`config.mk`:
```
export PLATFORM = sky130hd
export DESIGN_NAME = board_mem_arbiter_flat
export DESIGN_NICKNAME = d
export VERILOG_FILES = /design/src/rtl/board_mem_arbiter_if.sv /design/src/rtl/board_mem_arbiter.sv /design/src/flat_wrapper.sv
export SDC_FILE = /design/constraint.sdc
export NUM_CORES = 1
export LEC_CHECK = 0
export CORE_MARGIN = 3
export CORE_UTILIZATION = 38
export CTS_BUF_LIST = sky130_fd_sc_hd__clkbuf_4 sky130_fd_sc_hd__clkbuf_8
export DETAILED_ROUTE_END_ITERATION = 8
export PLACE_DENSITY_LB_ADDON = 0.2
export SLEW_MARGIN = 20
export SYNTH_ARGS = -nofsm -noshare
export SYNTH_HDL_FRONTEND = slang
export SYNTH_SLANG_ARGS = --single-unit
```
`constraint.sdc`:
```
create_clock -name clk -period 2.91 [get_ports clk]
set_input_delay 0.7275 -clock clk [delete_from_list [all_inputs] [get_ports clk]]
set_output_delay 0.7275 -clock clk [all_outputs]
set_load 0.02 [all_outputs]
```
`src/rtl/board_mem_arbiter_if.sv`:
```
// Board RAM arbiter bus: display/engine/loader request channels plus the
// registered single-port RAM command and read-data return.
// master: requesters and RAM side. slave: the arbiter.
interface board_mem_arbiter_if #(
  parameter int unsigned ADDR_W = 11
);
  logic              disp_req;
  logic [ADDR_W-1:0] disp_addr;
  logic              disp_rvalid;
  logic              disp_rdata;

  logic              eng_req;
  logic              eng_we;
  logic [ADDR_W-1:0] eng_addr;
  logic              eng_wdata;
  logic              eng_gnt;
  logic              eng_rvalid;
  logic              eng_rdata;

  logic              ldr_req;
  logic              ldr_we;
  logic [ADDR_W-1:0] ldr_addr;
  logic              ldr_wdata;
  logic              ldr_gnt;
  logic              ldr_rvalid;
  logic              ldr_rdata;

  logic              mem_en;
  logic              mem_we;
  logic [ADDR_W-1:0] mem_addr;
  logic              mem_wdata;
  logic              mem_rdata;

  modport master (
    output disp_req, disp_addr,
    output eng_req, eng_we, eng_addr, eng_wdata,
    output ldr_req, ldr_we, ldr_addr, ldr_wdata,
    output mem_rdata,
    input  disp_rvalid, disp_rdata,
    input  eng_gnt, eng_rvalid, eng_rdata,
    input  ldr_gnt, ldr_rvalid, ldr_rdata,
    input  mem_en, mem_we, mem_addr, mem_wdata
  );

  modport slave (
    input  disp_req, disp_addr,
    input  eng_req, eng_we, eng_addr, eng_wdata,
    input  ldr_req, ldr_we, ldr_addr, ldr_wdata,
    input  mem_rdata,
    output disp_rvalid, disp_rdata,
    output eng_gnt, eng_rvalid, eng_rdata,
    output ldr_gnt, ldr_rvalid, ldr_rdata,
    output mem_en, mem_we, mem_addr, mem_wdata
  );
endinterface

```
`src/rtl/board_mem_arbiter.sv`:
```
// Board RAM arbiter: display has absolute priority, engine and loader share
// the remaining cycles round-robin. RAM command is registered; reads are
// tagged through a 2-stage pipeline so data returns to the right requester.
// Optional starvation monitor: define BOARD_ARB_STARVE_EN.
module board_mem_arbiter #(
  parameter int unsigned ADDR_W     = 11,
  parameter int unsigned STARVE_MAX = 255
) (
  input  logic               clk,
  input  logic               reset,
  board_mem_arbiter_if.slave bus,
  input  logic               starve_clr,
  output logic               starve
);
  typedef enum logic [1:0] {OWN_NONE, OWN_DISP, OWN_ENG, OWN_LDR} owner_e;
  typedef enum logic {RR_ENG, RR_LDR} rr_e;

  owner_e            owner;
  logic              eng_gnt, ldr_gnt;
  rr_e               rr_q, rr_d;
  logic              mem_en_q, mem_en_d, mem_we_q, mem_we_d;
  logic [ADDR_W-1:0] mem_addr_q, mem_addr_d;
  logic              mem_wdata_q, mem_wdata_d;
  owner_e            tag0_q, tag0_d, tag1_q, tag1_d;
  logic              disp_rvalid, eng_rvalid, ldr_rvalid;

  // Grant decode: display first, then the lone requester or the rr choice
  always_comb begin
    owner   = OWN_NONE;
    eng_gnt = 1'b0;
    ldr_gnt = 1'b0;
    if (bus.disp_req) begin
      owner = OWN_DISP;
    end else if (bus.eng_req && (!bus.ldr_req || rr_q == RR_ENG)) begin
      owner   = OWN_ENG;
      eng_gnt = 1'b1;
    end else if (bus.ldr_req) begin
      owner   = OWN_LDR;
      ldr_gnt = 1'b1;
    end
  end

  // Next command, rr pointer and read-tag pipeline from the cycle owner
  always_comb begin
    rr_d        = rr_q;
    mem_en_d    = 1'b0;
    mem_we_d    = 1'b0;
    mem_addr_d  = mem_addr_q;
    mem_wdata_d = mem_wdata_q;
    tag0_d      = OWN_NONE;
    tag1_d      = tag0_q;
    unique case (owner)
      OWN_DISP: begin
        mem_en_d   = 1'b1;
        mem_addr_d = bus.disp_addr;
        tag0_d     = OWN_DISP;
      end
      OWN_ENG: begin
        rr_d        = RR_LDR;
        mem_en_d    = 1'b1;
        mem_we_d    = bus.eng_we;
        mem_addr_d  = bus.eng_addr;
        mem_wdata_d = bus.eng_wdata;
        tag0_d      = bus.eng_we ? OWN_NONE : OWN_ENG;
      end
      OWN_LDR: begin
        rr_d        = RR_ENG;
        mem_en_d    = 1'b1;
        mem_we_d    = bus.ldr_we;
        mem_addr_d  = bus.ldr_addr;
        mem_wdata_d = bus.ldr_wdata;
        tag0_d      = bus.ldr_we ? OWN_NONE : OWN_LDR;
      end
      default: ;
    endcase
  end

  // State registers; reset drops any in-flight reads
  always_ff @(posedge clk or posedge reset) begin
    if (reset) begin
      rr_q        <= RR_ENG;
      mem_en_q    <= 1'b0;
      mem_we_q    <= 1'b0;
      mem_addr_q  <= '0;
      mem_wdata_q <= 1'b0;
      tag0_q      <= OWN_NONE;
      tag1_q      <= OWN_NONE;
    end else begin
      rr_q        <= rr_d;
      mem_en_q    <= mem_en_d;
      mem_we_q    <= mem_we_d;
      mem_addr_q  <= mem_addr_d;
      mem_wdata_q <= mem_wdata_d;
      tag0_q      <= tag0_d;
      tag1_q      <= tag1_d;
    end
  end

  assign disp_rvalid = (tag1_q == OWN_DISP);
  assign eng_rvalid  = (tag1_q == OWN_ENG);
  assign ldr_rvalid  = (tag1_q == OWN_LDR);

  assign bus.eng_gnt     = eng_gnt;
  assign bus.ldr_gnt     = ldr_gnt;
  assign bus.mem_en      = mem_en_q;
  assign bus.mem_we      = mem_we_q;
  assign bus.mem_addr    = mem_addr_q;
  assign bus.mem_wdata   = mem_wdata_q;
  assign bus.disp_rvalid = disp_rvalid;
  assign bus.eng_rvalid  = eng_rvalid;
  assign bus.ldr_rvalid  = ldr_rvalid;
  // Read data is gated by the owner's valid so idle outputs stay at 0
  assign bus.disp_rdata  = bus.mem_rdata & disp_rvalid;
  assign bus.eng_rdata   = bus.mem_rdata & eng_rvalid;
  assign bus.ldr_rdata   = bus.mem_rdata & ldr_rvalid;

`ifdef BOARD_ARB_STARVE_EN
  localparam logic [7:0] SAT = 8'(STARVE_MAX);
  logic [7:0] eng_cnt_q, eng_cnt_d, ldr_cnt_q, ldr_cnt_d;
  logic       starve_q, starve_d;

  // Denied-cycle counters; a new saturation beats a same-cycle clear
  always_comb begin
    eng_cnt_d = '0;
    ldr_cnt_d = '0;
    if (bus.eng_req && !eng_gnt)
      eng_cnt_d = (eng_cnt_q == SAT) ? eng_cnt_q : eng_cnt_q + 8'd1;
    if (bus.ldr_req && !ldr_gnt)
      ldr_cnt_d = (ldr_cnt_q == SAT) ? ldr_cnt_q : ldr_cnt_q + 8'd1;
    starve_d = starve_q;
    if (starve_clr)
      starve_d = 1'b0;
    if (eng_cnt_d == SAT || ldr_cnt_d == SAT)
      starve_d = 1'b1;
  end

  // Starvation monitor registers
  always_ff @(posedge clk or posedge reset) begin
    if (reset) begin
      eng_cnt_q <= '0;
      ldr_cnt_q <= '0;
      starve_q  <= 1'b0;
    end else begin
      eng_cnt_q <= eng_cnt_d;
      ldr_cnt_q <= ldr_cnt_d;
      starve_q  <= starve_d;
    end
  end

  assign starve = starve_q;
`else
  logic [8:0] unused_starve;
  assign unused_starve = {starve_clr, 8'(STARVE_MAX)};
  assign starve        = 1'b0;
`endif
endmodule
```
`src/flat_wrapper.sv`:
```
// flat-port wrapper written by rule: the top's interface ports become plain ports
module board_mem_arbiter_flat 
#(
  parameter int unsigned ADDR_W     = 11,
  parameter int unsigned STARVE_MAX = 255
)
  (clk, reset, starve_clr, starve, bus_disp_req, bus_disp_addr, bus_eng_req, bus_eng_we, bus_eng_addr, bus_eng_wdata, bus_ldr_req, bus_ldr_we, bus_ldr_addr, bus_ldr_wdata, bus_mem_rdata, bus_disp_rvalid, bus_disp_rdata, bus_eng_gnt, bus_eng_rvalid, bus_eng_rdata, bus_ldr_gnt, bus_ldr_rvalid, bus_ldr_rdata, bus_mem_en, bus_mem_we, bus_mem_addr, bus_mem_wdata);
  board_mem_arbiter_if #(.ADDR_W(ADDR_W)) bus_i ();
  input  logic clk;
  input  logic reset;
  input  logic starve_clr;
  output logic starve;
  input wire logic [$bits(bus_i.disp_req)-1:0] bus_disp_req;
  input wire logic [$bits(bus_i.disp_addr)-1:0] bus_disp_addr;
  input wire logic [$bits(bus_i.eng_req)-1:0] bus_eng_req;
  input wire logic [$bits(bus_i.eng_we)-1:0] bus_eng_we;
  input wire logic [$bits(bus_i.eng_addr)-1:0] bus_eng_addr;
  input wire logic [$bits(bus_i.eng_wdata)-1:0] bus_eng_wdata;
  input wire logic [$bits(bus_i.ldr_req)-1:0] bus_ldr_req;
  input wire logic [$bits(bus_i.ldr_we)-1:0] bus_ldr_we;
  input wire logic [$bits(bus_i.ldr_addr)-1:0] bus_ldr_addr;
  input wire logic [$bits(bus_i.ldr_wdata)-1:0] bus_ldr_wdata;
  input wire logic [$bits(bus_i.mem_rdata)-1:0] bus_mem_rdata;
  output wire logic [$bits(bus_i.disp_rvalid)-1:0] bus_disp_rvalid;
  output wire logic [$bits(bus_i.disp_rdata)-1:0] bus_disp_rdata;
  output wire logic [$bits(bus_i.eng_gnt)-1:0] bus_eng_gnt;
  output wire logic [$bits(bus_i.eng_rvalid)-1:0] bus_eng_rvalid;
  output wire logic [$bits(bus_i.eng_rdata)-1:0] bus_eng_rdata;
  output wire logic [$bits(bus_i.ldr_gnt)-1:0] bus_ldr_gnt;
  output wire logic [$bits(bus_i.ldr_rvalid)-1:0] bus_ldr_rvalid;
  output wire logic [$bits(bus_i.ldr_rdata)-1:0] bus_ldr_rdata;
  output wire logic [$bits(bus_i.mem_en)-1:0] bus_mem_en;
  output wire logic [$bits(bus_i.mem_we)-1:0] bus_mem_we;
  output wire logic [$bits(bus_i.mem_addr)-1:0] bus_mem_addr;
  output wire logic [$bits(bus_i.mem_wdata)-1:0] bus_mem_wdata;
  assign bus_i.disp_req = bus_disp_req;
  assign bus_i.disp_addr = bus_disp_addr;
  assign bus_i.eng_req = bus_eng_req;
  assign bus_i.eng_we = bus_eng_we;
  assign bus_i.eng_addr = bus_eng_addr;
  assign bus_i.eng_wdata = bus_eng_wdata;
  assign bus_i.ldr_req = bus_ldr_req;
  assign bus_i.ldr_we = bus_ldr_we;
  assign bus_i.ldr_addr = bus_ldr_addr;
  assign bus_i.ldr_wdata = bus_ldr_wdata;
  assign bus_i.mem_rdata = bus_mem_rdata;
  assign bus_disp_rvalid = bus_i.disp_rvalid;
  assign bus_disp_rdata = bus_i.disp_rdata;
  assign bus_eng_gnt = bus_i.eng_gnt;
  assign bus_eng_rvalid = bus_i.eng_rvalid;
  assign bus_eng_rdata = bus_i.eng_rdata;
  assign bus_ldr_gnt = bus_i.ldr_gnt;
  assign bus_ldr_rvalid = bus_i.ldr_rvalid;
  assign bus_ldr_rdata = bus_i.ldr_rdata;
  assign bus_mem_en = bus_i.mem_en;
  assign bus_mem_we = bus_i.mem_we;
  assign bus_mem_addr = bus_i.mem_addr;
  assign bus_mem_wdata = bus_i.mem_wdata;
  board_mem_arbiter #(.ADDR_W(ADDR_W), .STARVE_MAX(STARVE_MAX)) u_core (.clk(clk), .reset(reset), .bus(bus_i), .starve_clr(starve_clr), .starve(starve));
endmodule
```
==> results.yml, run 1 <==
outcome:
  status: "finished clean"
timing:
  max_freq_ghz: 0.368
  skew_ps: 3.35
  hold_violations: 0
  slew_headroom: 0.423
  hold_slack_ps: 360
  finalCritPeriodShare: 0.933
  setup_tns_ps: 0
  finalSetupViolCount: 0
  rsz0062_at_grt: "false"
  fin_crit_ps: 2710
  slew_violations: 0
  worstMarginPinSlew_ps: 862
power:
  power.total_mw: 0.687
  power_density_nw_per_um2: 415
  switching_power_mw: 0.197
  vdd_drop_max_mv: 0.253
  leakagePower_nw: 0.730
  pwr-share-comb: 0.345
  seq_power_share: 0.448
  p_int_mw: 0.490
  switching_share: 0.286
  pwr-share-clk: 0.207
run:
  drv_cap: 0
synthesis:
  synth_top_area_frac: 0.497
  yosys_warnings: 0
  synth.largest_area_cell: "dfrtp_1"
  avgSynthCellArea_um2: 11.5
  syn-cell-area_um2: 956
  synthCells: 83
  ys_seq_area_frac: 0.497
  synthTopCellsByArea: "dfrtp_1, a221o_1, a22o_1"
  yosysUniqueCellTypes: 22
  ys_ff_latch: 19
  syn-num-nets: 127
global_routing:
  overflow: 0
  antenna_found_initial: 0
  grt_usage: 0.182
  grt_max_degree: 26
  grt_pass1_vias: 1021
  grt_pass1_wl_um: 4630
clock_network:
  ctsRootBufferMaster: "clkbuf_4"
  postCtsHoldBufs: 0
  cts_buffers: 3
  path_clk_slew_ps: 110
  clk_latency_ps: 290
  clock_sinks: 19
  clock_path_buffers: 2
  htree_num_levels: 1
  cts_resized: 0
  post_cts_buffers: 0
  cts_tree: "yes"
setup_path:
  path_cells: "clkdlybuf4s50_1 -> and3_1 -> clkdlybuf4s50_1"
  max_stage_delay_ps: 600
  reg2reg_slack_ps: 1640
  critPathTopFamily: "buffers and inverters"
  path_class: "primary input to output pin"
  critPathCaptureType: "output pin"
  cp_max_fo: 3
  crit_required_ps: 2180
  worstPathArrival_ps: 1990
  critical_path_buf_inv_count: 2
  critPathMostFrequentCell: "clkdlybuf4s50_1"
  cp_slowest_cell: "clkdlybuf4s50_1"
  setup.worst_path.start_class: "primary input"
finish:
  stdcell_area_um2: 1650
  nets: 194
  drive_above_1_share: 0.0738
  areaGrowthSynthToFinish_pct: 72.9
  n_antenna_cell: 0
detailed_routing:
  drc_errors: 0
  drt_iter0_markers: 19
  ant_nets: 0
  drtPass1Iterations: 4
  wire_per_inst_um: 16.3
  wl_um: 2880
  viasPerCell: 5.27
  via_count: 932
placed_design:
  placed_cell_area_um2: 1620
  place_congestion: 0.743
  port_buffers: 64
  hpwl_um: 2200
die:
  io-pin-count: 67
  core_um2: 2300
  rows: 17
  die-area_um2: 3150
  initial_core_util: 0.416
  die_y_um: 56.2
  die_w_um: 56.2
worst_hold_path:
  hold_path_class: "flip-flop to flip-flop"
-- layout make-up --
| type | count | area, um2 |
|---|---|---|
| fillers | 191 | 644 |
| multi-input cells | 54 | 422 |
| repair buffers | 68 | 676 |
| clock buffers | 4 | 30.0 |
| well taps | 28 | 35.0 |
| flip-flops and latches | 19 | 475 |
| inverters | 4 | 15.0 |
-- cell usage after synthesis (all sizes together) --
cell type   n
a22o       13
buf         6
nand2b      2
a21oi       2
a21o        1
o21ai       1
conb        1
and2        2
and2b       2
nand2       2
a221o      12
and3        1
nor2b      11
inv         4
dfrtp      19
or3         1
nor2        2
o21a        1
-- placed cells by master (no fill, tap or decap) --
cell,synthesis,layout
nand2b_1,1,1
o21ai_0,1,1
and2_1,2,2
and3_1,1,1
o21a_1,1,1
clkbuf_4,0,4
nand2b_2,1,1
or3_1,1,1
clkdlybuf4s50_1,0,62
a221o_1,12,12
nor2b_1,11,11
a21oi_2,1,1
nand2_1,2,2
dfrtp_1,19,19
a22o_1,13,13
nor2_1,2,2
and2b_1,2,2
conb_1,1,1
dlymetal6s2s_1,0,2
inv_1,4,4
a21oi_4,1,1
a21o_1,1,1
buf_4,3,4
-- logic make-up after synthesis --
family                 count (synthesis)  share of synthesized area
AOI/OAI and AO/OA                     30                      0.292
buffers and inverters                 10                     0.0615
DFF                                   19                      0.497
other                                  1                    0.00392
and+or+nand+nor                       23                      0.145
-- power groups by stage --
stage                     Combinational (mW)  Sequential [mW]  Clock, mW
after detailed placement               0.238            0.312          0
after global routing                   0.252            0.311      0.159
final                                  0.237            0.307      0.142
after global placement                 0.232            0.311          0
after CTS                              0.239            0.308      0.146
after floorplan                       0.0831            0.336          0
-- registers in the layout (all words and copies together), names as in the netlist --
register	cells
u_core.bus.mem_addr	11
u_core.bus.mem_en	1
u_core.bus.mem_wdata	1
u_core.bus.mem_we	1
u_core.rr_q	1
u_core.tag0_q	2
u_core.tag1_q	2
-- worst reg2reg max path, cell delays in order, from the launching register on --
cell and delay (ps):
dfrtp_1 440, inv_1 110, a21oi_4 60, buf_4 190, a221o_1 360
-- per-layer routing --
layer,track usage,up-vias,share of wire
met3,0.0371,2,0.061
met5,0,-,0
met2,0.346,37,0.56
li1,-,439,-
met1,0.207,454,0.37
met4,0.0407,0,0.0045
-- path summary, 6_finish.rpt --
| path | startpoint | to | cells after the start |
|---|---|---|---|
| max reg2reg | u_core.rr_q$_DFFE_PP0N_ | u_core.bus.mem_addr[5]$_DFFE_PP0P_ | 4 |
| min in group asynchronous | reset | u_core.bus.mem_en$_DFF_PP0_ | 2 |
| max in group asynchronous | reset | u_core.bus.mem_addr[8]$_DFFE_PP0P_ | 2 |
| max | bus_mem_rdata | bus_ldr_rdata | 3 |
| min | u_core.tag0_q[0]$_DFF_PP0_ | u_core.tag1_q[0]$_DFF_PP0_ | 0 |
| min reg2reg | u_core.tag0_q[0]$_DFF_PP0_ | u_core.tag1_q[0]$_DFF_PP0_ | 0 |
-- per-stage QoR --
| step | worst slack (ps) | utilization | cells |
|---|---|---|---|
| 4_1_cts | 45.1 | 0.717 | 177 |
| 6_report | 195 | 0.719 | 177 |
| 5_1_grt | 143 | 0.719 | 177 |
| 2_1_floorplan | 902 | - | 83 |
| 3_3_place_gp | 60.0 | 0.704 | 173 |
| 3_5_place_dp | 46.6 | 0.704 | 173 |
(Power assumes the default switching activity.)
==> inputs of run 2 (changes only) <==
--- a/config.mk
+++ b/config.mk
@@ -9,6 +9,7 @@
 export CORE_UTILIZATION = 38
 export CTS_BUF_LIST = sky130_fd_sc_hd__clkbuf_4 sky130_fd_sc_hd__clkbuf_8
 export DETAILED_ROUTE_END_ITERATION = 8
+export MAX_ROUTING_LAYER = met4
 export PLACE_DENSITY_LB_ADDON = 0.2
 export SLEW_MARGIN = 20
 export SYNTH_ARGS = -nofsm -noshare
==> run 2 against run 1 <==
Compared with the run above:
- final area stayed put
- wire length is 0.87% higher
- die area stayed put
- combinational power hardly changed
- clock skew is 0.71 ps lower
- cell count stayed put
- setup slack stayed put
- first-iteration DRC count is 32% lower
- critical path depth stayed put
- non-clock buffer count stayed put
- core utilization stayed put
- clock power hardly changed
- largest cell class unchanged
- largest power group unchanged
==> results.yml, run 2 (same netlist as run 1, synthesis figures left out) <==
worst_hold_path:
  hold_path_class: "flip-flop to flip-flop"
  min_to: "u_core.tag1_q[0]$_DFF_PP0_"
  hold_path_depth: 0
  worstHoldStart: "u_core.tag0_q[0]$_DFF_PP0_"
setup_path:
  critPathTopFamily: "buffers and inverters"
  r2r-end: "u_core.bus.mem_addr[5]$_DFFE_PP0P_"
  reg2reg_slack_ps: 1640
  max_stage_delay_ps: 600
  cp_max_fo: 3
  critPathCaptureType: "output pin"
  rr_startpoint: "u_core.rr_q$_DFFE_PP0N_"
  critical_path_buf_inv_count: 2
  setup.worst_path.start_class: "primary input"
  cp_slowest_cell: "clkdlybuf4s50_1"
  worstPathArrival_ps: 1990
  reg2reg_depth: 4
  path_cells: "clkdlybuf4s50_1 -> and3_1 -> clkdlybuf4s50_1"
  path_class: "primary input to output pin"
  critPathMostFrequentCell: "clkdlybuf4s50_1"
  crit_required_ps: 2180
global_routing:
  grt_max_degree: 26
  grt_pass1_wl_um: 4630
  overflow: 0
  grt_pass1_vias: 1020
  grt_usage: 0.188
  antenna_found_initial: 0
finish:
  areaGrowthSynthToFinish_pct: 72.9
  nets: 194
  n_antenna_cell: 0
  mostFrequentLayoutCell: "clkdlybuf4s50_1"
  largest_reg_flops: 11
  layout_common_cells: "clkdlybuf4s50_1, dfrtp_1, a22o_1"
  drive_above_1_share: 0.0738
  stdcell_area_um2: 1650
  fillers: 191
timing:
  finalCritPeriodShare: 0.933
  hold_violations: 0
  rsz0062_at_grt: "false"
  worstMarginPinSlew_ps: 901
  skew_ps: 2.64
  max_freq_ghz: 0.368
  setup_tns_ps: 0
  slew_violations: 0
  slew_headroom: 0.397
  finalSetupViolCount: 0
  fin_crit_ps: 2710
  setup_slack_ps: 195
clock_network:
  postCtsHoldBufs: 0
  path_clk_slew_ps: 110
  ctsRootBufferMaster: "clkbuf_4"
  clk_latency_ps: 290
  cts_tree: "yes"
  post_cts_buffers: 0
  cts_resized: 0
  htree_num_levels: 1
  clock_path_buffers: 2
  clock_sinks: 19
  cts_buffers: 3
power:
  pwr-share-clk: 0.207
  leakagePower_nw: 0.730
  pwr-share-comb: 0.345
  power.total_mw: 0.686
  vdd_drop_max_mv: 0.254
  seq_power_share: 0.448
  switching_power_mw: 0.196
  p_int_mw: 0.490
  switching_share: 0.286
  power_density_nw_per_um2: 415
die:
  rows: 17
  initial_core_util: 0.416
  die_y_um: 56.2
  io-pin-count: 67
  core_um2: 2300
  die_w_um: 56.2
  die-area_um2: 3150
run:
  drv_cap: 0
placed_design:
  place_congestion: 0.752
  hpwl_um: 2200
  dp_slack_ps: 46.6
  placed_cell_area_um2: 1620
  port_buffers: 64
detailed_routing:
  via_count: 927
  drt_iter0_markers: 13
  wire_per_inst_um: 16.4
  drc_errors: 0
  ant_nets: 0
  wl_um: 2900
  drtPass1Iterations: 4
  viasPerCell: 5.24
outcome:
  status: "finished clean"
[run 2: cell counts in the layout (fill, tap and decap cells not counted)]
No cell type changed its count.
[run 2: layout make-up]
type,instances,area [um2],area share
Inverter,4,15.0,0.00908
Tap cell,28,35.0,0.0212
Clock buffer,4,30.0,0.0182
Multi-Input combinational cell,54,422,0.255
Sequential cell,19,475,0.288
Timing Repair Buffer,68,676,0.409
[run 2: metrics by stage]
stage | utilization | std cells | hold slack, ps
after global placement | 0.704 | 173 | 336
after CTS | 0.717 | 177 | 364
after global routing | 0.719 | 177 | 382
final | 0.719 | 177 | 360
after floorplan | - | 83 | 331
after detailed placement | 0.704 | 173 | 340
[run 2: layer usage]
| layer | track usage | vias to the layer above | wire [um] |
|---|---|---|---|
| met5 | - | - | 0 |
| met4 | 0.0407 | 0 | 13 |
| met3 | 0.0371 | 2 | 166 |
| met2 | 0.346 | 35 | 1630 |
| met1 | 0.207 | 451 | 1090 |
| li1 | - | 439 | - |
[run 2: worst max-delay path by stage]
stage | from | end | cells after the start
6_report | bus_mem_rdata | bus_ldr_rdata | 3
5_1_grt | bus_mem_rdata | bus_ldr_rdata | 3
4_1_cts | bus_ldr_req | bus_ldr_gnt | 4
3_5_place_dp | bus_ldr_req | bus_ldr_gnt | 4
3_3_place_gp | bus_ldr_req | bus_ldr_gnt | 4
2_1_floorplan | bus_disp_req | bus_eng_gnt | 3
[run 2: power groups by stage]
stage | clock, mW | sequential [mW] | combinational (mW)
final | 0.142 | 0.308 | 0.237
after global routing | 0.159 | 0.311 | 0.252
after CTS | 0.146 | 0.308 | 0.239
after detailed placement | 0 | 0.312 | 0.238
after global placement | 0 | 0.311 | 0.232
after floorplan | 0 | 0.336 | 0.0831
[run 2: worst register-to-register path, cell delays in order (launching register included)]
cell and delay, ps:
dfrtp_1 440, inv_1 120, a21oi_4 60, buf_4 190, a221o_1 360
